## config.mk

```make
export PLATFORM = sky130hd
export DESIGN_NAME = updown_counter
export DESIGN_NICKNAME = d
export VERILOG_FILES = /design/src/rtl/updown_counter.sv
export SDC_FILE = /design/constraint.sdc
export NUM_CORES = 1
export LEC_CHECK = 0
export CORE_ASPECT_RATIO = 1.1
export CORE_MARGIN = 2
export CORE_UTILIZATION = 25
export CTS_BUF_LIST = sky130_fd_sc_hd__clkbuf_4
export DETAILED_ROUTE_END_ITERATION = 7
export PLACE_DENSITY = 0.47
export SYNTH_ARGS = -nofsm -noshare
export SYNTH_HDL_FRONTEND = slang
export SYNTH_SLANG_ARGS = --single-unit
```

## constraint.sdc

```tcl
create_clock -name clk -period 4.5 [get_ports clk]
set_input_delay 0.45 -clock clk [delete_from_list [all_inputs] [get_ports clk]]
set_output_delay 0.45 -clock clk [all_outputs]
set_load 0.05 [all_outputs]
```

## src/rtl/updown_counter.sv

```systemverilog
// Parametrised up/down event counter with wrap/saturate, terminal-count pulse and sticky overflow.
// Optional prescaler enabled by defining COUNTER_PRESCALE_EN.
module updown_counter #(
   parameter int             WIDTH     = 8,
   parameter logic [WIDTH-1:0] MAX_VAL   = '1,
   parameter logic [WIDTH-1:0] RESET_VAL = '0,
   parameter bit             SATURATE  = 1'b0,
   parameter int             PRESC_DIV = 4
) (
   input  logic             clk,
   input  logic             reset,
   input  logic             enable,
   input  logic             up_dn,
   input  logic             load,
   input  logic [WIDTH-1:0] load_val,
   input  logic             clear,
   output logic [WIDTH-1:0] out,
   output logic             tc,
   output logic             ovf
);

   localparam bit CFG_OK = (WIDTH >= 2) && (WIDTH <= 32) && (MAX_VAL >= 1) &&
                           (RESET_VAL <= MAX_VAL) && (PRESC_DIV >= 2);

   if (!CFG_OK) begin : g_bad_cfg
      $error("updown_counter: illegal parameter combination");
   end

   logic [WIDTH-1:0] out_q, out_d;
   logic             tc_q, tc_d;
   logic             ovf_q, ovf_d;
   logic             step;

`ifdef COUNTER_PRESCALE_EN
   localparam int PW = $clog2(PRESC_DIV);
   logic [PW-1:0] presc_q, presc_d;

   // Prescaler wraps at PRESC_DIV-1, which is the only cycle the counter may advance.
   always_comb begin
      presc_d = presc_q;
      step    = 1'b0;
      if (enable) begin
         if (presc_q == PW'(PRESC_DIV - 1)) begin
            presc_d = '0;
            step    = 1'b1;
         end else begin
            presc_d = presc_q + PW'(1);
         end
      end
      if (clear || load) presc_d = '0;
   end

   always_ff @(posedge clk or posedge reset) begin
      if (reset) presc_q <= '0;
      else       presc_q <= presc_d;
   end
`else
   assign step = enable;
`endif

   always_comb begin
      out_d = out_q;
      tc_d  = 1'b0;
      ovf_d = ovf_q;
      if (clear) begin
         out_d = RESET_VAL;
         ovf_d = 1'b0;
      end else if (load) begin
         out_d = (load_val > MAX_VAL) ? MAX_VAL : load_val;
      end else if (step) begin
         if (up_dn) begin
            if (out_q == MAX_VAL) begin
               out_d = SATURATE ? MAX_VAL : '0;
               tc_d  = 1'b1;
               ovf_d = 1'b1;
            end else begin
               out_d = out_q + WIDTH'(1);
            end
         end else begin
            if (out_q == '0) begin
               out_d = SATURATE ? '0 : MAX_VAL;
               tc_d  = 1'b1;
               ovf_d = 1'b1;
            end else begin
               out_d = out_q - WIDTH'(1);
            end
         end
      end
   end

   always_ff @(posedge clk or posedge reset) begin
      if (reset) begin
         out_q <= RESET_VAL;
         tc_q  <= 1'b0;
         ovf_q <= 1'b0;
      end else begin
         out_q <= out_d;
         tc_q  <= tc_d;
         ovf_q <= ovf_d;
      end
   end

   assign out = out_q;
   assign tc  = tc_q;
   assign ovf = ovf_q;

endmodule
```

==> results of run 1 <==
## registers in the layout, summed over array words and instances, names as in the netlist
name / cells
out: 8
ovf: 1
tc: 1
## worst max path at each step
stage / from / end / slack, ns
2_1_floorplan: out[0] / ovf / 2.42
3_3_place_gp: load / out[3] / 2.27
3_5_place_dp: load / out[3] / 2.25
4_1_cts: out[2] / out[2] / 2.19
5_1_grt: out[2] / out[2] / 2.15
6_report: out[2] / out[2] / 2.22
## cells by family (layout without fill, tap and decap cells)
family	Yosys count	count (layout)	share of synthesized area (%)
AO/OA/AOI/OAI	47	47	32.3
buffers and inverters	22	36	10.3
multiplexers	1	1	1.03
XOR/XNOR	1	1	0.903
flip-flops	10	10	25.8
AND/OR/NAND/NOR	45	45	25.8
adder cells (fa/ha/maj)	3	3	3.87
## synthesized netlist by cell type, types with 2 or more instances
| library cell | number | area, µm² |
|---|---|---|
| a21oi_1 | 10 | 50.1 |
| a31oi_1 | 6 | 37.5 |
| and2_1 | 2 | 12.5 |
| and3_1 | 2 | 12.5 |
| buf_2 | 2 | 10.0 |
| buf_6 | 2 | 22.5 |
| clkbuf_1 | 9 | 33.8 |
| dfrtp_1 | 10 | 250 |
| ha_1 | 3 | 37.5 |
| inv_1 | 9 | 33.8 |
| nand2_1 | 10 | 37.5 |
| nand2b_1 | 2 | 12.5 |
| nand3_1 | 2 | 10.0 |
| nand4_1 | 2 | 12.5 |
| nor2_1 | 6 | 22.5 |
| nor2b_1 | 2 | 12.5 |
| nor3_1 | 6 | 30.0 |
| nor4_1 | 2 | 12.5 |
| o2111ai_1 | 2 | 17.5 |
| o211ai_1 | 2 | 15.0 |
| o21a_1 | 2 | 15.0 |
| o21ai_0 | 9 | 45.0 |
| o31a_1 | 2 | 17.5 |
| o31ai_1 | 2 | 15.0 |
| o32ai_1 | 2 | 17.5 |
| o41ai_1 | 2 | 17.5 |
| or3_1 | 2 | 12.5 |
## area by class of cell
cell class	instances	area (µm²)
clock buffer	3	22.5
multi-input combinational	97	619
clock inverter	1	3.75
tap	50	62.6
sequential	10	250
fill	426	2460
inverter	9	33.8
timing repair buffer	23	230
## placed cells by master, fill, tap and decap left out, types with 3 or more instances in the layout
| cell type | synthesis | final |
|---|---|---|
| nor3_1 | 6 | 6 |
| clkbuf_4 | 0 | 3 |
| inv_1 | 9 | 9 |
| a21oi_1 | 10 | 10 |
| ha_1 | 3 | 3 |
| nor2_1 | 6 | 6 |
| clkdlybuf4s50_1 | 0 | 23 |
| nand2_1 | 10 | 10 |
| dfrtp_1 | 10 | 10 |
| a31oi_1 | 6 | 6 |
| o21ai_0 | 9 | 9 |
## per-stage QoR
step	power [W]	hold WS, ns	std cells	instance area (µm²)	setup WS [ns]
2_1_floorplan	0.000197	0.290	129	970	2.42
3_3_place_gp	0.000234	0.505	189	1200	2.27
3_5_place_dp	0.000234	0.507	189	1200	2.25
4_1_cts	0.000303	0.479	193	1220	2.19
5_1_grt	0.000321	0.519	193	1220	2.15
6_report	0.000300	0.468	193	1220	2.22
## layer usage
metal	share of wire, %	track usage, %
met1	46	19.6
met2	47	21.2
met3	4.8	1.95
met4	2.3	9.42
met5	0	0
## power by group
group	leakage, nW	internal, W	switching [W]	total, W
clock network	0.0154	0.0000321	0.0000353	0.0000674
registers	0.133	0.0000958	0.0000209	0.000117
logic	0.313	0.0000501	0.0000660	0.000116
total	0.461	0.000178	0.000122	0.000300
==> impl_metrics.tcl, run 1 <==
set metrics [dict create \
    area_growth_pct 26.1 \
    drc 0 \
    grt_pass1_wl_um 5090 \
    fmax_ghz 0.439 \
    startpoint_type "register" \
    drv_slew 0 \
    cts_buffer_depth 2 \
    cts_sinks 10 \
    synth_warnings 0 \
    numCtsBuffers 3 \
    powerDensity_nw_per_um2 246 \
    cts-root-buf "clkbuf_4" \
    ant_nets 0 \
    drt-wirelength-per-cell_um 15.6 \
    routabilityCongestion 0.835 \
    wl_um 3010 \
    leakage_nw 0.461 \
    io_buffers 23 \
    status "finished clean" \
    worstPathRequired_ns 4.05 \
    num_antenna_cells 0 \
    grtUsageTotal_pct 14.4 \
    path_max_fanout 16 \
    crit_slowest_cell "clkdlybuf4s50_1" \
    hold_class "in2async" \
    cts_tree "yes" \
    cp_cell_sequence "clkdlybuf4s50_1" \
    async_flop_share_pct 100 \
    rows 23 \
    max-slew-margin-rel_pct 55.8 \
    grt_pass1_vias 1052 \
    cts_hold_repair.buffers 0 \
    synth.distinct_cells 44 \
    rr_endpoint "ovf" \
    drtPass1Iterations 5 \
    core_area_um2 3680 \
    finalHoldViolations 0 \
    rsz0062_at_grt "no" \
    syn_area_per_cell_um2 7.52 \
    die_w_um 63.4 \
    arrival_ns 1.83 \
    finalClockSkew_ns 0.000624 \
    peakVddDrop_uv 57.4 \
    max_stage_delay_ns 0.90 \
    cap_violations 0 \
    fp.dieH_um 69.3 \
    cp.depth 1 \
    dp_hpwl_um 2170 \
    cpLargestDelayFamily "buffers and inverters" \
    synth_fp_nets 146 \
    post_cts_buffers 0 \
    reg2reg_slack_ns 2.37 \
    ys_ff_latch 10 \
    io-pin-count 24 \
    setup_violations 0 \
    crit_path_end_kind "primary output" \
    grt_max_degree 18 \
    setup-tns-final_ns 0 \
    antenna_found_initial 0 \
    criticalPathCategory "reg2out" \
    ys_seq_area_share_pct 25.8 \
    start_util_pct 26.3 \
    cp_num_buf_inv 1 \
    drt_iter0_markers 30 \
    r2r_cells 6 \
    r2r_start "out[0]" \
    vias_per_cell 5.45 \
    ys.flop_type "dfrtp_1" \
    h-tree-depth 1 \
    tightest_slew_ns 0.660 \
    final_layout_size_suffix_gt1_share_pct 3.50 \
    dr_total_vias 1052 \
    clk_pin_slew_ns 0.07 \
    die-area_um2 4390 \
    clk_latency_ns 0.27 \
    gr-total-overflow 0 \
    synth_edf_count 0 \
    postSynthCellCount 129 \
    fin_crit_sh_pct 50.6 \
    post-route-min-period_ns 2.28 \
    utilization_pct 33.2 \
    syn_area_um2 970 \
    nets 161 \
    cts_resized 0 \
]
Power figures use the tool's default switching activity.
==> inputs of run 2 (changes only) <==
Clock period 4.5 ns to 2.4 ns, I/O delays scaled along.
==> run 2 against run 1 <==
Against the previous run: clock skew up 0.0021 ns; first-iteration DRC count up 120%; final area up 3.1%; sequential cell count unchanged; critical path depth up 5; final cell count up 2.6%; power up 89%; utilization up 1.0 points; largest power group is now combinational logic; via count up 1.2%.
==> impl_metrics.tcl, run 2 (synthesized netlist as in run 1, its figures left out) <==
set metrics [dict create \
    cpLargestDelayFamily "simple AND/OR/NAND/NOR gates" \
    cts_buffer_depth 2 \
    peakVddDrop_uv 106 \
    criticalPathCategory "reg2reg" \
    numCtsBuffers 3 \
    worstPathRequired_ns 2.60 \
    drt_iter0_markers 66 \
    grt_pass1_vias 1021 \
    worstSetupStartpoint "out[0]" \
    grt_pass1_wl_um 5230 \
    setup_violations 0 \
    fmax_ghz 0.477 \
    setup-tns-final_ns 0 \
    grtUsageTotal_pct 14.8 \
    final_layout_size_suffix_gt1_share_pct 6.76 \
    io_buffers 23 \
    cts_hold_repair.buffers 0 \
    fin_crit_sh_pct 87.3 \
    dp_hpwl_um 2300 \
    h-tree-depth 1 \
    clk_latency_ns 0.27 \
    max_stage_delay_ns 0.49 \
    dp_worst_setup_slack_ns 0.319 \
    fp.dieH_um 69.3 \
    cap_violations 0 \
    cts_resized 0 \
    drtPass1Iterations 4 \
    wl_um 3010 \
    post_cts_buffers 0 \
    final_common_cell "clkdlybuf4s50_1" \
    nets 166 \
    crit_slowest_cell "dfrtp_1" \
    num_antenna_cells 0 \
    io-pin-count 24 \
    crit_path_end_kind "register" \
    powerDensity_nw_per_um2 450 \
    antenna_found_initial 0 \
    grt_max_degree 17 \
    routabilityCongestion 0.851 \
    path_max_fanout 11 \
    ant_nets 0 \
    cp_cell_sequence "inv_1, ha_1, or4b_1, nor3_1, o21ai_0, a21oi_1" \
    arrival_ns 2.30 \
    post-route-min-period_ns 2.10 \
    start_util_pct 26.3 \
    setup_ws_ns 0.304 \
    hold_slack_ns 0.257 \
    finalClockSkew_ns 0.00272 \
    reg2reg_slack_ns 0.30 \
    r2r_cells 6 \
    dr_total_vias 1065 \
    rr_endpoint "ovf" \
    cp-endpoint "ovf" \
    hold_class "in2async" \
    rsz0062_at_grt "no" \
    finalHoldViolations 0 \
    drc 0 \
    drt-wirelength-per-cell_um 15.2 \
    die-area_um2 4390 \
    cp.depth 6 \
    rows 23 \
    cp_num_buf_inv 1 \
    max-slew-margin-rel_pct 63.2 \
    startpoint_type "register" \
    core_area_um2 3680 \
    vias_per_cell 5.38 \
    clk_pin_slew_ns 0.08 \
    final_cell_mix "clkdlybuf4s50_1 (23), a21oi_1 (10), nand2_1 (10), dfrtp_1 (10)" \
    drv_slew 0 \
    status "finished clean" \
    cts-root-buf "clkbuf_4" \
    tightest_slew_ns 0.550 \
    r2r_start "out[0]" \
    die_w_um 63.4 \
    cts_sinks 10 \
    largest_register_ff_count 8 \
    area_growth_pct 29.9 \
    cts_tree "yes" \
    gr-total-overflow 0 \
    leakage_nw 0.485 \
]
[run 2: worst min path at each step]
stage               start  endpoint  slack (ns)  cells after the start
detailed placement    ovf       ovf        0.52                      2
floorplan           reset    out[0]        0.08                      1
global placement      ovf       ovf        0.50                      2
global route        reset        tc        0.31                      2
finish              reset       ovf        0.26                      2
CTS                 reset       ovf        0.28                      2
[run 2: power by group]
group	switching (W)	internal (W)	total (W)
Sequential	0.0000355	0.000180	0.000215
Clock	0.0000672	0.0000601	0.000127
Combinational	0.000126	0.0000986	0.000225
Total	0.000229	0.000338	0.000568
[run 2: cell type report]
cell class	instances	area, µm²
sequential	10	250
clock inverter	1	3.75
tap	50	62.6
fill	422	2420
multi-input combinational	97	619
clock buffer	3	22.5
inverter	9	33.8
timing repair buffer	28	268
[run 2: stage by stage]
| stage | utilization, % | cells | cell area, µm² | total power, W |
|---|---|---|---|---|
| final | 34.2 | 198 | 1260 | 0.000568 |
| after global routing | 34.2 | 198 | 1260 | 0.000613 |
| after CTS | 34.2 | 198 | 1260 | 0.000569 |
| after detailed placement | 33.5 | 194 | 1230 | 0.000443 |
| after global placement | 33.5 | 194 | 1230 | 0.000444 |
| after floorplan | - | 129 | 970 | 0.000369 |
[run 2: metal layers]
| metal | global-route usage, % | wire (µm) |
|---|---|---|
| met3 | 1.79 | 179 |
| met2 | 23.4 | 1430 |
| met4 | 5.07 | 27 |
| met5 | 0 | 0 |
| met1 | 20.7 | 1370 |
